### config.mk
export PLATFORM = sky130hd
export DESIGN_NAME = rx_link_sequencer_flat
export DESIGN_NICKNAME = d
export VERILOG_FILES = /design/src/rtl/rx_link_if.sv /design/src/rtl/rx_link_sequencer.sv /design/src/flat_wrapper.sv
export SDC_FILE = /design/constraint.sdc
export NUM_CORES = 1
export LEC_CHECK = 0
export CORE_ASPECT_RATIO = 0.7
export CORE_UTILIZATION = 51
export DETAILED_ROUTE_END_ITERATION = 10
export PLACE_DENSITY = 0.79
export SLEW_MARGIN = 20
export SYNTH_ARGS = -nofsm -noshare
export SYNTH_HDL_FRONTEND = slang
export SYNTH_SLANG_ARGS = --single-unit
### constraint.sdc
create_clock -name clk4f -period 2 [get_ports clk4f]
set_clock_uncertainty 0.1 [all_clocks]
set_input_delay 0.4 -clock clk4f [delete_from_list [all_inputs] [get_ports clk4f]]
set_output_delay 0.4 -clock clk4f [all_outputs]
set_load 0.005 [all_outputs]
### src/rtl/rx_link_if.sv
// Byte-level signals between the serial-to-parallel converter, the lane
// sequencer and downstream logic. The master side drives the converter bytes.
interface rx_link_if;
    logic [7:0] rx_byte;
    logic       rx_byte_vld;
    logic       rx_err;
    logic       sp_enable;
    logic [7:0] data_out;
    logic       valid_out;
    logic       active;
    logic       link_idle;
    logic       lock_lost;
    logic [1:0] state;

    modport master (
        output rx_byte, rx_byte_vld, rx_err,
        input  sp_enable, data_out, valid_out, active, link_idle, lock_lost, state
    );

    modport slave (
        input  rx_byte, rx_byte_vld, rx_err,
        output sp_enable, data_out, valid_out, active, link_idle, lock_lost, state
    );
endinterface

### src/rtl/rx_link_sequencer.sv
// Receive lane sequencer: holds the converter off after reset, acquires COM
// symbol lock, forwards data bytes, tracks IDLE periods and drops lock on errors.
module rx_link_sequencer #(
    parameter logic [7:0] COM_SYM    = 8'hBC,
    parameter int         RST_CYCLES = 8,
    parameter int         LOCK_CNT   = 4,
    parameter int         IDLE_CNT   = 4,
    parameter int         ERR_MAX    = 3
) (
    input  logic         clk4f,
    input  logic         reset,
    rx_link_if.slave     bus
);
    localparam int RST_W  = $clog2(RST_CYCLES) + 1;
    localparam int COM_W  = $clog2(LOCK_CNT) + 1;
    localparam int IDLE_W = $clog2(IDLE_CNT) + 1;
    localparam int ERR_W  = $clog2(ERR_MAX) + 1;

    localparam logic [RST_W-1:0]  RST_TGT  = RST_W'(RST_CYCLES - 1);
    localparam logic [COM_W-1:0]  LOCK_TGT = COM_W'(LOCK_CNT);
    localparam logic [IDLE_W-1:0] IDLE_TGT = IDLE_W'(IDLE_CNT);
    localparam logic [ERR_W-1:0]  ERR_TGT  = ERR_W'(ERR_MAX);

    typedef enum logic [1:0] {
        S_RESET  = 2'd0,
        S_SEARCH = 2'd1,
        S_ACTIVE = 2'd2,
        S_IDLE   = 2'd3
    } state_t;

    state_t             r_state;
    logic [RST_W-1:0]   r_rst_cnt;
    logic [COM_W-1:0]   r_com_cnt;
    logic [IDLE_W-1:0]  r_idle_cnt;
    logic [ERR_W-1:0]   r_err_cnt;
    logic               r_sp_enable;
    logic [7:0]         r_data_out;
    logic               r_valid_out;
    logic               r_active;
    logic               r_link_idle;
    logic               r_lock_lost;

    state_t             w_state_next;
    logic [RST_W-1:0]   w_rst_cnt_next;
    logic [COM_W-1:0]   w_com_cnt_next;
    logic [IDLE_W-1:0]  w_idle_cnt_next;
    logic [ERR_W-1:0]   w_err_cnt_next;
    logic [7:0]         w_data_next;
    logic               w_valid_next;
    logic               w_lost_next;

    logic               w_good_com;
    logic [RST_W-1:0]   w_rst_inc;
    logic [COM_W-1:0]   w_com_inc;
    logic [IDLE_W-1:0]  w_idle_inc;
    logic [ERR_W-1:0]   w_err_inc;

    // rx_err outranks the byte value, so an errored COM is never a good COM.
    assign w_good_com = !bus.rx_err && (bus.rx_byte == COM_SYM);

    // Saturating increments: counters hold at all-ones instead of wrapping.
    assign w_rst_inc  = (r_rst_cnt  == '1) ? r_rst_cnt  : r_rst_cnt  + 1'b1;
    assign w_com_inc  = (r_com_cnt  == '1) ? r_com_cnt  : r_com_cnt  + 1'b1;
    assign w_idle_inc = (r_idle_cnt == '1) ? r_idle_cnt : r_idle_cnt + 1'b1;
    assign w_err_inc  = (r_err_cnt  == '1) ? r_err_cnt  : r_err_cnt  + 1'b1;

    always_comb begin
        w_state_next    = r_state;
        w_rst_cnt_next  = r_rst_cnt;
        w_com_cnt_next  = r_com_cnt;
        w_idle_cnt_next = r_idle_cnt;
        w_err_cnt_next  = r_err_cnt;
        w_data_next     = r_data_out;
        w_valid_next    = 1'b0;
        w_lost_next     = 1'b0;

        case (r_state)
            S_RESET: begin
                if (r_rst_cnt == RST_TGT) begin
                    w_state_next   = S_SEARCH;
                    w_rst_cnt_next = '0;
                end else begin
                    w_rst_cnt_next = w_rst_inc;
                end
            end
            S_SEARCH: begin
                if (bus.rx_byte_vld) begin
                    if (!w_good_com) begin
                        w_com_cnt_next = '0;
                    end else if (w_com_inc == LOCK_TGT) begin
                        w_state_next   = S_ACTIVE;
                        w_com_cnt_next = '0;
                    end else begin
                        w_com_cnt_next = w_com_inc;
                    end
                end
            end
            S_ACTIVE, S_IDLE: begin
                if (bus.rx_byte_vld) begin
                    if (bus.rx_err) begin
                        // Errors leave idle_cnt alone unless they cost the lock.
                        if (w_err_inc == ERR_TGT) begin
                            w_state_next    = S_SEARCH;
                            w_lost_next     = 1'b1;
                            w_err_cnt_next  = '0;
                            w_idle_cnt_next = '0;
                            w_com_cnt_next  = '0;
                        end else begin
                            w_err_cnt_next = w_err_inc;
                        end
                    end else begin
                        w_err_cnt_next = '0;
                        if (!w_good_com) begin
                            w_data_next     = bus.rx_byte;
                            w_valid_next    = 1'b1;
                            w_idle_cnt_next = '0;
                            w_state_next    = S_ACTIVE;
                        end else if (r_state == S_ACTIVE) begin
                            if (w_idle_inc == IDLE_TGT) begin
                                w_state_next    = S_IDLE;
                                w_idle_cnt_next = '0;
                            end else begin
                                w_idle_cnt_next = w_idle_inc;
                            end
                        end
                    end
                end
            end
            default: w_state_next = S_RESET;
        endcase
    end

    always_ff @(posedge clk4f or negedge reset) begin
        if (!reset) begin
            r_state     <= S_RESET;
            r_rst_cnt   <= '0;
            r_com_cnt   <= '0;
            r_idle_cnt  <= '0;
            r_err_cnt   <= '0;
            r_sp_enable <= 1'b0;
            r_data_out  <= '0;
            r_valid_out <= 1'b0;
            r_active    <= 1'b0;
            r_link_idle <= 1'b0;
            r_lock_lost <= 1'b0;
        end else begin
            r_state     <= w_state_next;
            r_rst_cnt   <= w_rst_cnt_next;
            r_com_cnt   <= w_com_cnt_next;
            r_idle_cnt  <= w_idle_cnt_next;
            r_err_cnt   <= w_err_cnt_next;
            r_sp_enable <= (w_state_next != S_RESET);
            r_data_out  <= w_data_next;
            r_valid_out <= w_valid_next;
            r_active    <= (w_state_next == S_ACTIVE) || (w_state_next == S_IDLE);
            r_link_idle <= (w_state_next == S_IDLE);
            r_lock_lost <= w_lost_next;
        end
    end

    assign bus.sp_enable = r_sp_enable;
    assign bus.data_out  = r_data_out;
    assign bus.valid_out = r_valid_out;
    assign bus.active    = r_active;
    assign bus.link_idle = r_link_idle;
    assign bus.lock_lost = r_lock_lost;
    assign bus.state     = r_state;
endmodule

### src/flat_wrapper.sv
// flat-port wrapper written by rule: the top's interface ports become plain ports
module rx_link_sequencer_flat 
#(
    parameter logic [7:0] COM_SYM    = 8'hBC,
    parameter int         RST_CYCLES = 8,
    parameter int         LOCK_CNT   = 4,
    parameter int         IDLE_CNT   = 4,
    parameter int         ERR_MAX    = 3
)
  (clk4f, reset, bus_rx_byte, bus_rx_byte_vld, bus_rx_err, bus_sp_enable, bus_data_out, bus_valid_out, bus_active, bus_link_idle, bus_lock_lost, bus_state);
  rx_link_if bus_i ();
  input  logic clk4f;
  input  logic reset;
  input wire logic [$bits(bus_i.rx_byte)-1:0] bus_rx_byte;
  input wire logic [$bits(bus_i.rx_byte_vld)-1:0] bus_rx_byte_vld;
  input wire logic [$bits(bus_i.rx_err)-1:0] bus_rx_err;
  output wire logic [$bits(bus_i.sp_enable)-1:0] bus_sp_enable;
  output wire logic [$bits(bus_i.data_out)-1:0] bus_data_out;
  output wire logic [$bits(bus_i.valid_out)-1:0] bus_valid_out;
  output wire logic [$bits(bus_i.active)-1:0] bus_active;
  output wire logic [$bits(bus_i.link_idle)-1:0] bus_link_idle;
  output wire logic [$bits(bus_i.lock_lost)-1:0] bus_lock_lost;
  output wire logic [$bits(bus_i.state)-1:0] bus_state;
  assign bus_i.rx_byte = bus_rx_byte;
  assign bus_i.rx_byte_vld = bus_rx_byte_vld;
  assign bus_i.rx_err = bus_rx_err;
  assign bus_sp_enable = bus_i.sp_enable;
  assign bus_data_out = bus_i.data_out;
  assign bus_valid_out = bus_i.valid_out;
  assign bus_active = bus_i.active;
  assign bus_link_idle = bus_i.link_idle;
  assign bus_lock_lost = bus_i.lock_lost;
  assign bus_state = bus_i.state;
  rx_link_sequencer #(.COM_SYM(COM_SYM), .RST_CYCLES(RST_CYCLES), .LOCK_CNT(LOCK_CNT), .IDLE_CNT(IDLE_CNT), .ERR_MAX(ERR_MAX)) u_core (.clk4f(clk4f), .reset(reset), .bus(bus_i));
endmodule
Yosys cells after proc, flatten, opt, wreduce, memory -nomap -nowiden
Index checks and enable logic that the tools add are counted.

Register bits: 28. Word-level logic and storage cells: 87.

Eq/ne operators: 21. Bitwise operators: 2. $add $sub $neg: 4. Reduce and logical (&&, ||, !) cells: 12. Muxes and demuxes: 37.

Operators with widths (number): 2-to-1 mux 3 bit (15); 2-to-1 mux 2 bit (10); == test 3 bit, second input constant (5); adder 3 x 1 -> 3 bit, second input constant (3); == test 2 bit, second input constant (4); == test 8 bit, second input constant (1); 2-to-1 mux 1 bit (8); 2-to-1 mux 4 bit (2); != test 2 bit, second input constant (4); AND reduction 4 bit (2); one-hot mux 2 bit (3 select lines) (1); one-hot mux 3 bit (2 select lines) (1); AND reduction 5 bit (1); adder 4 x 1 -> 4 bit, second input constant (1); == test 4 x 3 -> 1 bit, second input constant (1); == test 4 bit, second input constant (1); != test 2 x 1 -> 1 bit, second input constant (2); AND reduction 2 bit (2); nonzero test 2 bit (2); == test 3 x 2 -> 1 bit, second input constant (1); != test 3 bit, second input constant (1); == test 2 x 1 -> 1 bit, second input constant (1); logical NOT 2 bit (1); inverter 1 bit (2); other kinds (4) (4).

Depth between registers and ports, before layout
Word-level depth: 11. Depth in mapped cells: 6.

Worst setup path before layout
No wires, ideal clock.

Path type: reg2reg. Start: register u_core.r_err_cnt[0]. End: register u_core.r_com_cnt[0]. Cell stages (with the launch flop): 7. Library setup time: 0.121 ns. Setup slack: 0.197 ns. Data arrival time: 1.582 ns. Buffers on the path: 0. Cell sequence: dfrtp_1 > ha_1 > nor4b_2 > nand3_1 > o21ai_2 > o21ai_0 > a22o_1.

Word-level cells in the longest chain between the ends: 5.

Ends and longest elaborated chain: start, declared (RTL line rx_link_sequencer.sv:35) `logic [ERR_W-1:0] r_err_cnt;`; start signal, assigned (RTL line rx_link_sequencer.sv:151) `r_err_cnt <= w_err_cnt_next;`; adder 3 x 1 -> 3 bit / == test 3 bit (equally long branches) (RTL line rx_link_sequencer.sv:65) `assign w_err_inc = (r_err_cnt == '1) ? r_err_cnt : r_err_cnt + 1'b1;`; 2-to-1 mux 3 bit (*) (RTL line rx_link_sequencer.sv:65); == test 3 x 2 -> 1 bit (*) (RTL line rx_link_sequencer.sv:102) `if (w_err_inc == ERR_TGT) begin`; != test 2 x 1 -> 1 bit (no source line) (*); AND reduction 5 bit (no source line) (*); end signal, assigned (RTL line rx_link_sequencer.sv:149) `r_com_cnt <= w_com_cnt_next;`; end, declared (RTL line rx_link_sequencer.sv:33) `logic [COM_W-1:0] r_com_cnt;`.

Every way passes the cells marked *; elsewhere a longest branch is shown, timed or not. A chain may end at the register's enable or synchronous reset.

Worst setup path in the final report
Start: input port bus_rx_byte[4]. End: register u_core.r_com_cnt[2].

Word-level cells in the longest chain between the ends: 5.

Ends and longest elaborated chain: start, declared (RTL line flat_wrapper.sv:14) `input wire logic [$bits(bus_i.rx_byte)-1:0] bus_rx_byte;`; == test 8 bit (RTL line rx_link_sequencer.sv:59) `assign w_good_com = !bus.rx_err && (bus.rx_byte == COM_SYM);`; logical AND 1 bit (RTL line rx_link_sequencer.sv:59); 2-to-1 mux 3 bit (RTL line rx_link_sequencer.sv:88) `if (!w_good_com) begin`; 2-to-1 mux 3 bit (RTL line rx_link_sequencer.sv:87) `if (bus.rx_byte_vld) begin`; one-hot mux 3 bit (2 select lines) (RTL line rx_link_sequencer.sv:77) `case (r_state)`.

Every way passes these cells. The select of a mux whose other input is x is not followed.

==> results.py <==
metrics = {
    "die": {
        "dieWidth_um": 65.0,
        "die_h_um": 46.1,
        "std_cell_rows": 15,
        "initial_core_util": 0.554,
        "pin_count": 27,
        "coreArea_um2": 2550,
        "dieArea_um2": 2990,
    },
    "final_layout": {
        "multi_input_area_um2": 708,
        "final_cell_mix": "dfrtp_1 (28), clkdlybuf4s50_1 (26), buf_4 (15), nand2_1 (14)",
        "layout_commonest_cell": "dfrtp_1",
        "final_nets": 187,
        "fin_util": 0.741,
        "syn_to_final_growth_pct": 33.6,
        "seqCellArea_um2": 701,
        "diodes": 0,
        "fillers": 183,
        "drive_above_1_share": 0.218,
    },
    "yosys": {
        "syn_area_per_cell_um2": 11.1,
        "yosysSeqAreaShare": 0.495,
        "synth_ff_type": "dfrtp_1",
        "synth.largest_area_cell": "dfrtp_1",
        "syn-cell-area_um2": 1420,
        "synth-simple-area-share": 0.201,
        "synth_edf_count": 0,
        "yosys_register_bits": 28,
        "async_reset_ff_frac": 1.00,
        "yosys-mux-area-fraction": 0.0937,
        "yosys.area.top_type_share": 0.495,
        "synth-xor-area-share": 0.0124,
        "synth_compound_area_frac": 0.149,
        "ys_types": 41,
        "syn_nets": 143,
        "synthTopCellsByArea": "dfrtp_1 (50%), mux2_2 (8.0%), nand2_1 (3.7%)",
        "synthAdderAreaFrac": 0.0354,
        "synth_top_family_by_area": "simple AND/OR/NAND/NOR gates",
        "syn_inst": 127,
        "ys_warn_count": 0,
    },
    "worst_hold_path": {
        "worstHoldPathType": "in2async",
    },
    "grt": {
        "grt-ovfl-total": 0,
        "use_met3": 0.0446,
        "grt_max_degree": 29,
        "grt_use_met2": 0.433,
        "met1_usage": 0.282,
        "grt_pass1_vias": 1137,
        "busiest_layer": "met2",
        "grt_first_pass_wirelength_mm": 5.13,
        "antenna_found_initial": 0,
        "grt_usage": 0.229,
    },
    "critical_path": {
        "r2r_end": "u_core.r_idle_cnt[0]",
        "critical_path_class": "in2reg",
        "critical_path.endpoint_type": "flip-flop",
        "reg2reg_slack_ns": 0.12,
        "reg2regPathDepth": 5,
        "required_ns": 2.10,
        "cp_max_fo": 5,
        "startpoint_type": "primary input",
        "r2r-start": "u_core.r_err_cnt[1]",
        "arrival_ns": 2.03,
    },
    "route": {
        "drtIter0Drc": 70,
        "drc": 0,
        "wl_per_cell_um": 15.1,
        "drtAntennaViolNets": 0,
        "routed_wl_mm": 3.07,
        "vias_per_cell": 5.46,
        "first_pass_iters": 4,
        "vias": 1113,
    },
    "timing": {
        "fin_crit_sh": 0.965,
        "slew_violations": 0,
        "max_freq_ghz": 0.518,
        "rsz0062_at_grt": "no",
        "hold_violations": 0,
        "relSlewSlack": 0.750,
        "fin_crit_ns": 1.93,
        "setup_violations": 0,
        "worst_slew_pin_slew_ns": 0.373,
        "fin_tns_setup_ns": 0,
    },
    "clock_network": {
        "cts_max_level": 1,
        "clk_latency_ns": 0.27,
        "cts_root_buf": "clkbuf_8",
        "cts_buffers": 3,
        "cts_tree": "built",
        "post-cts-setup-buffers": 0,
        "clock_sinks": 28,
        "cts.clk_slew.worst_paths_ns": 0.09,
        "cts_max_path_buffers": 2,
        "hold_buffers": 0,
    },
    "pwr": {
        "power.density_nw_per_um2": 512,
        "leakage_nw": 0.876,
        "worst_ir_drop_vdd_uv": 435,
    },
    "run": {
        "maxCapViolations": 0,
    },
    "placement": {
        "hpwl_mm": 2.37,
        "port_buffers": 26,
        "gp_congestion": 0.825,
    },
    "run_status": {
        "outcome": "completed",
    },
}
-- registers in the layout (all words and copies together) (netlist names) --
register	flops
u_core.r_err_cnt	3
u_core.r_idle_cnt	3
u_core.bus.lock_lost	1
u_core.bus.valid_out	1
u_core.r_com_cnt	3
u_core.bus.sp_enable	1
u_core.r_rst_cnt	4
u_core.bus.data_out	8
u_core.bus.state	2
u_core.bus.active	1
u_core.bus.link_idle	1
-- Yosys cell counts, types with 2 or more instances --
| cell type | n |
|---|---|
| nor2b_1 | 2 |
| nor3b_1 | 2 |
| mux2_2 | 10 |
| inv_1 | 3 |
| and2_1 | 3 |
| nand2_1 | 14 |
| mux2i_1 | 2 |
| nor2_1 | 10 |
| a21oi_1 | 8 |
| a22o_1 | 5 |
| nand3_1 | 3 |
| o21ai_0 | 5 |
| dfrtp_1 | 28 |
| ha_1 | 4 |
| nand2b_1 | 2 |
-- worst max-delay path, cell delays in order --
cell             delay, ns
clkdlybuf4s50_1       0.54
nand4b_4              0.15
nor4b_4               0.37
nand2b_2              0.14
a211o_1               0.29
a21oi_1               0.14
-- report_power, final --
part | total (W) | internal (W) | switching, W
clock | 0.000339 | 0.000176 | 0.000163
sequential | 0.000566 | 0.000566 | 0.000000110
combinational | 0.0000635 | 0.0000327 | 0.0000308
total | 0.000968 | 0.000774 | 0.000194
-- cells by family (layout without fill, tap and decap cells) --
logic type               Yosys count  in the layout
AND/OR/NAND/NOR                   45             45
AO/OA/AOI/OAI                     31             31
flip-flops                        28             28
multiplexers                      12             12
buffers and inverters              5             48
adder cells (fa/ha/maj)            4              4
XOR/XNOR                           2              2
-- worst max-delay path by stage --
stage                                   start  cells after the start  slack, ns                    to
after global routing           bus_rx_byte[2]                      6      0.004   u_core.bus.state[0]
after CTS                      bus_rx_byte[4]                      6       0.03   u_core.r_com_cnt[2]
after detailed placement       bus_rx_byte[4]                      6      -0.25   u_core.r_com_cnt[2]
after floorplan           u_core.r_err_cnt[0]                      6       0.20   u_core.r_com_cnt[0]
final                          bus_rx_byte[4]                      6       0.07   u_core.r_com_cnt[2]
after global placement         bus_rx_byte[5]                      5      -0.16  u_core.r_idle_cnt[0]
-- repair_timing --
action	4_1_cts	5_1_grt
endpoints found under the hold margin	0	0
gates resized for setup	0	2
endpoints found under the setup margin	0	5
-- per-stage QoR --
stage	instances	power [W]	area, um2	hold WS, ns	setup slack, ns
after global routing	204	0.00100	1890	0.442	0.00399
after detailed placement	200	0.000640	1820	0.399	-0.246
after CTS	204	0.000978	1880	0.406	0.0302
after global placement	200	0.000639	1820	0.388	-0.157
final	204	0.000968	1890	0.396	0.0695
after floorplan	127	0.000587	1420	0.00441	0.197
-- metal layers --
metal,part of all wire,up-vias
li1,-,552
met1,0.43,533
met2,0.52,24
met3,0.036,4
met4,0.0081,0
met5,0,-
-- layout make-up --
cell class	instances	share of cell area
Timing Repair Buffer	41	0.197
Sequential cell	28	0.371
Tap cell	34	0.0225
Multi-Input combinational cell	94	0.375
Inverter	3	0.00596
Clock buffer	4	0.0291
Power figures use the tool's default switching activity.
==> RTL edit 1 (same settings) <==
`RST_CYCLES` is set to 8 in 2 places; all go to 4.
--- a/src/rtl/rx_link_sequencer.sv
+++ b/src/rtl/rx_link_sequencer.sv
@@ -4,3 +4,3 @@
     parameter logic [7:0] COM_SYM    = 8'hBC,
-    parameter int         RST_CYCLES = 8,
+    parameter int         RST_CYCLES = 4,
     parameter int         LOCK_CNT   = 4,
--- a/src/flat_wrapper.sv
+++ b/src/flat_wrapper.sv
@@ -4,3 +4,3 @@
     parameter logic [7:0] COM_SYM    = 8'hBC,
-    parameter int         RST_CYCLES = 8,
+    parameter int         RST_CYCLES = 4,
     parameter int         LOCK_CNT   = 4,
Function: changed (Yosys sat finds a counterexample within 10 cycles, from zero or initial values and one cycle with reset low).
==> RTL edit 1 against the unedited design <==
Synthesized cell count down 3.1%. First-iteration DRC count shrank 56%. Sequential cell count is 1 lower. Global-route usage decreased by 2.8 points. Design area is 6.1% lower. Via count down 4.1%. Setup slack improved by 24 ps. Synthesized area down 4.5%. Sequential share of layout area increased by 0.99 points. Wire length decreased by 14%.
Power is not compared: it rests on default switching activity, and its combinational part moved more than twofold at a synthesized area within 25%.
==> RTL edit 1: results <==
[status]
run_status = finished clean

[worst_hold_path]
worst_hold_path.endpoint = u_core.r_rst_cnt[2]
holdCritStartpoint = u_core.r_rst_cnt[2]
worstHoldPathType = reg2reg
worstHoldPathCells = 0

[logic_synthesis]
synth.cells.most_frequent = 27 x dfrtp_1, 10 x nor2_1, 9 x a21oi_1, 9 x mux2_2
yosys_warnings = 0
synth_seq_area_share_pct = 50.0
synth.net_count = 139
synthDistinctLibCells = 38
postSynth.asyncResetShare_pct = 100
ys_top_cells_by_area = dfrtp_1 50%, mux2_2 7.5%, ha_1 3.7%
synthFlopType = dfrtp_1

[layout]
post_route_cells_drive_above_1_share_pct = 18.1
final_net_count = 177
fillCellCount = 188
largest_register_ff_count = 8
antenna_cells = 0

[global_routing]
first_global_vias = 965
gr-usage-met1_pct = 26.8
largest_net_degree_at_the_start_of_global_routing = 28
grtUsageTotal_pct = 20.1
initial_antenna_violation_count = 0
global_route.usage.met2_pct = 33.6
wire_length_of_the_first_global_routing_pass_mm = 4.32
grt_util_met3_pct = 4.80

[timing]
tightestPinTransition_ps = 427
final_max_slew_viol_count = 0
final.hold.worst_slack_ps = 326

[placed_design]
dpl-instance-area_mm2 = 0.00170
port_buffers = 26
place_hpwl_mm = 2.04
gp_routability_congestion = 0.803

[detailed_routing]
wl_met2_mm = 1.24
detailedRoute.firstIterationViolations = 31
routed-wl-met3_um = 90
dr.pass1.iters = 4
wl_met1_mm = 1.30
wirelength_mm = 2.64
dr.max_layer_used = met4
total_vias_in_the_final_route = 1067

[critical_path]
worst_reg2reg_setup_slack_ps = 90
worstPathArrival_ps = 1970
critical_path.startpoint_type = flop
endpoint_kind = flop
critical_path.reg2reg.startpoint = u_core.r_err_cnt[1]
reg2reg_to = u_core.r_com_cnt[0]
crit_path_max_fanout = 6
timing.reg2reg.worst_path_depth = 6

[power_and_ir_drop]
ir_drop_mv = 0.646
static-leakage-power_nw = 0.775

[cts]
number_of_buffers_inserted_during_clock_tree_synthesis = 3
htree_levels = 1
clk-insertion-delay-late_ps = 270
cts.path.max_buffers = 2
cts_root_buffer = clkbuf_8
clk_transition_reported_paths_ps = 90
## RTL edit 1: cell count changes after synthesis, moves of 2 or more
cell     unedited run  this run
nor2b_1             2         0
nand2_1            14         8
inv_1               3         8
o22ai_1             1         4
nor3_1              1         3
## RTL edit 1: stage by stage
step / worst slack, ps / cells / power (W) / TNS (ps)
2_1_floorplan: 59.9 / 123 / 0.00122 / 0
3_3_place_gp: -239 / 189 / 0.00161 / -2310
3_5_place_dp: -295 / 189 / 0.00165 / -2870
4_1_cts: 5.56 / 193 / 0.00195 / 0
5_1_grt: 2.12 / 194 / 0.00211 / 0
6_report: 93.7 / 194 / 0.00197 / 0
## RTL edit 1: where the power goes
group / switching (W) / internal, W / total, W
clock: 0.000158 / 0.000143 / 0.000300
combinational: 0.000325 / 0.000499 / 0.000823
sequential: 0.000122 / 0.000720 / 0.000842
total: 0.000604 / 0.00136 / 0.00197
## RTL edit 1: critical path: stages, from the launching register on
cell,delay (ps)
dfrtp_1,420
ha_1,250
nor4b_4,320
and3_1,240
a31o_2,180
o21ai_0,100
a21o_1,180
## RTL edit 1: cell type report
class	instances	area [µm²]	share of cell area, %
Sequential cell	27	676	38.1
Inverter	8	30.0	1.69
Timing Repair Buffer	36	335	18.9
Clock buffer	4	45.0	2.54
Multi-Input combinational cell	85	647	36.4
Tap cell	34	42.5	2.40
## RTL edit 1: what timing repair did
action	CTS	global route
setup endpoints to repair	0	9
gates resized for setup	0	3
buffers inserted	0	1
## RTL edit 1: cells by family after synthesis
kind of cell | count (synthesis) | synth area share [%]
AND/OR/NAND/NOR | 38 | 18.1
AO/OA/AOI/OAI | 31 | 14.8
flip-flops | 27 | 50.0
buffers and inverters | 11 | 3.70
multiplexers | 11 | 8.98
adder cells (fa/ha/maj) | 4 | 3.70
XOR/XNOR | 1 | 0.648
==> RTL edit 2 (same settings) <==
Made on the original files. Take the reset off `r_data_out` and load it in a clocked block of its own.
--- a/src/rtl/rx_link_sequencer.sv
+++ b/src/rtl/rx_link_sequencer.sv
@@ -140,3 +140,2 @@
             r_sp_enable <= 1'b0;
-            r_data_out  <= '0;
             r_valid_out <= 1'b0;
@@ -152,3 +151,2 @@
             r_sp_enable <= (w_state_next != S_RESET);
-            r_data_out  <= w_data_next;
             r_valid_out <= w_valid_next;
@@ -158,2 +156,6 @@
         end
+    end
+
+    always_ff @(posedge clk4f) begin
+        r_data_out <= w_data_next;
     end
Behaviour: no difference found for any inputs over 10 cycles, from zero or initial values and one cycle with reset low; that may be too few to reach the edited logic, so the function may still have changed.
==> RTL edit 2 against the unedited design <==
Wire length decreased by 0.52%. Count of clock-buffer cells in the layout unchanged. Combinational power decreased by 9.0%. Clock power decreased by 10%. Sequential power increased by 4.2%. Via count increased by 2.3%. Die area decreased by 1.4%. Sequential cell count unchanged. Synthesized area decreased by 1.5%. Design area decreased by 2.6%. Power decreased by 1.6%. Setup slack got worse by 41 ps.
==> RTL edit 2: results <==
[logic_synthesis]
synth.cells.most_frequent = 20 x dfrtp_1, 10 x nor2_1, 9 x nand2_1
synth.avg_cell_area_um2 = 11.4
synthFlopType = dfrtp_1
synth-compound-area-share_pct = 15.8
ys_top_cells_by_area = dfrtp_1 36%, edfxtp_1 17%, ha_1 3.6%
postSynth.asyncResetShare_pct = 71.4
synthDistinctLibCells = 47
number_of_synthesized_flops_with_an_enable_pin = 8
yosys.area_share.adder_pct = 3.59
synth_seq_area_share_pct = 53.1
synthMuxAreaShare_pct = 2.33
synth_xor_area_share_pct = 1.26
synth.net_count = 138

[placed_design]
dpl-instance-area_mm2 = 0.00178
placement.setup.worst_slack_ps = -189
place_hpwl_mm = 2.33
dp_cells = 192
gp_routability_congestion = 0.796

[critical_path]
slowest_delay_ps = 490
crit_path_max_fanout = 5
worstPathArrival_ps = 2020

[cts]
number_of_buffers_inserted_during_clock_tree_synthesis = 3
htree_levels = 1

[global_routing]
first_global_vias = 1075
grtUsageTotal_pct = 23.0
largest_net_degree_at_the_start_of_global_routing = 21
wire_length_of_the_first_global_routing_pass_mm = 4.96

[timing]
tightestPinTransition_ps = 421

[layout]
post_route_cells_drive_above_1_share_pct = 19.8
fin_cells = 196
final_net_count = 179

[detailed_routing]
dr.pass1.iters = 4
viasPerCell = 5.81
wire_per_inst_um = 15.6
detailedRoute.firstIterationViolations = 76

[power_and_ir_drop]
ir_drop_mv = 0.500
switching_share_pct = 19.8
static-leakage-power_nw = 0.803

[status]
run_status = finished clean
==> RTL edit 2: cell count changes after synthesis, moves of 3 or more <==
cell,before,now
edfxtp_1,0,8
a22o_1,5,1
mux2_2,10,2
dfrtp_1,28,20
nor3_1,1,5
nand2_1,14,9
nand2b_1,2,5
==> RTL edit 2: final timing paths <==
kind / from / to / slack (ps) / cells past startpoint
worst max-delay path: bus_rx_byte[2] / u_core.bus.state[0] / 30 / 6
worst min-delay path: reset / u_core.r_err_cnt[2] / 370 / 2
worst max register to register: u_core.r_com_cnt[0] / u_core.bus.state[0] / 40 / 6
worst min register to register: u_core.r_rst_cnt[0] / u_core.r_rst_cnt[0] / 420 / 1
max in group asynchronous: reset / u_core.r_com_cnt[0] / 1210 / 2
min in group clk4f: u_core.r_rst_cnt[0] / u_core.r_rst_cnt[0] / 420 / 1
==> RTL edit 2: cell type report <==
class | count | area (µm²)
Timing Repair Buffer | 38 | 350
Inverter | 4 | 15.0
Multi-Input combinational cell | 88 | 647
Tap cell | 34 | 42.5
Sequential cell | 28 | 741
Clock buffer | 4 | 45.0
Fill cell | 174 | 693
==> RTL edit 2: timing repair <==
item,in CTS,in global routing
gates resized for setup,0,4
endpoints found under the hold margin,0,0
setup endpoints to repair,0,4
==> RTL edit 2: metal layers <==
layer / vias up / global-route usage, % / part of all wire (%) / routed length, µm
li1: 536 / - / - / -
met1: 559 / 30.2 / 42 / 1290
met2: 38 / 39.6 / 52 / 1580
met3: 6 / 5.00 / 5.3 / 161
met4: 0 / 5.78 / 0.56 / 17
met5: - / 0 / 0 / 0
==> RTL edit 2: worst max-delay path, delay by kind of cell <==
| kind | cells | cell delay [ps] |
|---|---|---|
| buffers and inverters | 1 | 490 |
| AND/OR/NAND/NOR | 5 | 1120 |
==> RTL edit 2: logic make-up (layout without fill, tap and decap cells) <==
kind of cell,count (synthesis),after routing
fa+ha+maj,4,4
compound gates,28,28
flops,28,28
simple gates,51,51
mux,3,3
xor+xnor,2,2
buf+inv,6,46
==> RTL edit 2: through the flow <==
stage / util [%] / hold slack [ps]
6_report: 72.6 / 370
4_1_cts: 71.9 / 385
3_5_place_dp: 70.1 / 404
3_3_place_gp: 70.1 / 392
2_1_floorplan: - / 4.41
5_1_grt: 72.6 / 388
==> RTL edit 2: power by group through the flow <==
stage	clock, W	combinational [W]	sequential, W
floorplan	0	0.0000163	0.000602
global placement	0	0.0000554	0.000602
detailed placement	0	0.0000578	0.000602
CTS	0.000307	0.0000578	0.000590
global route	0.000334	0.0000628	0.000590
finish	0.000305	0.0000578	0.000590
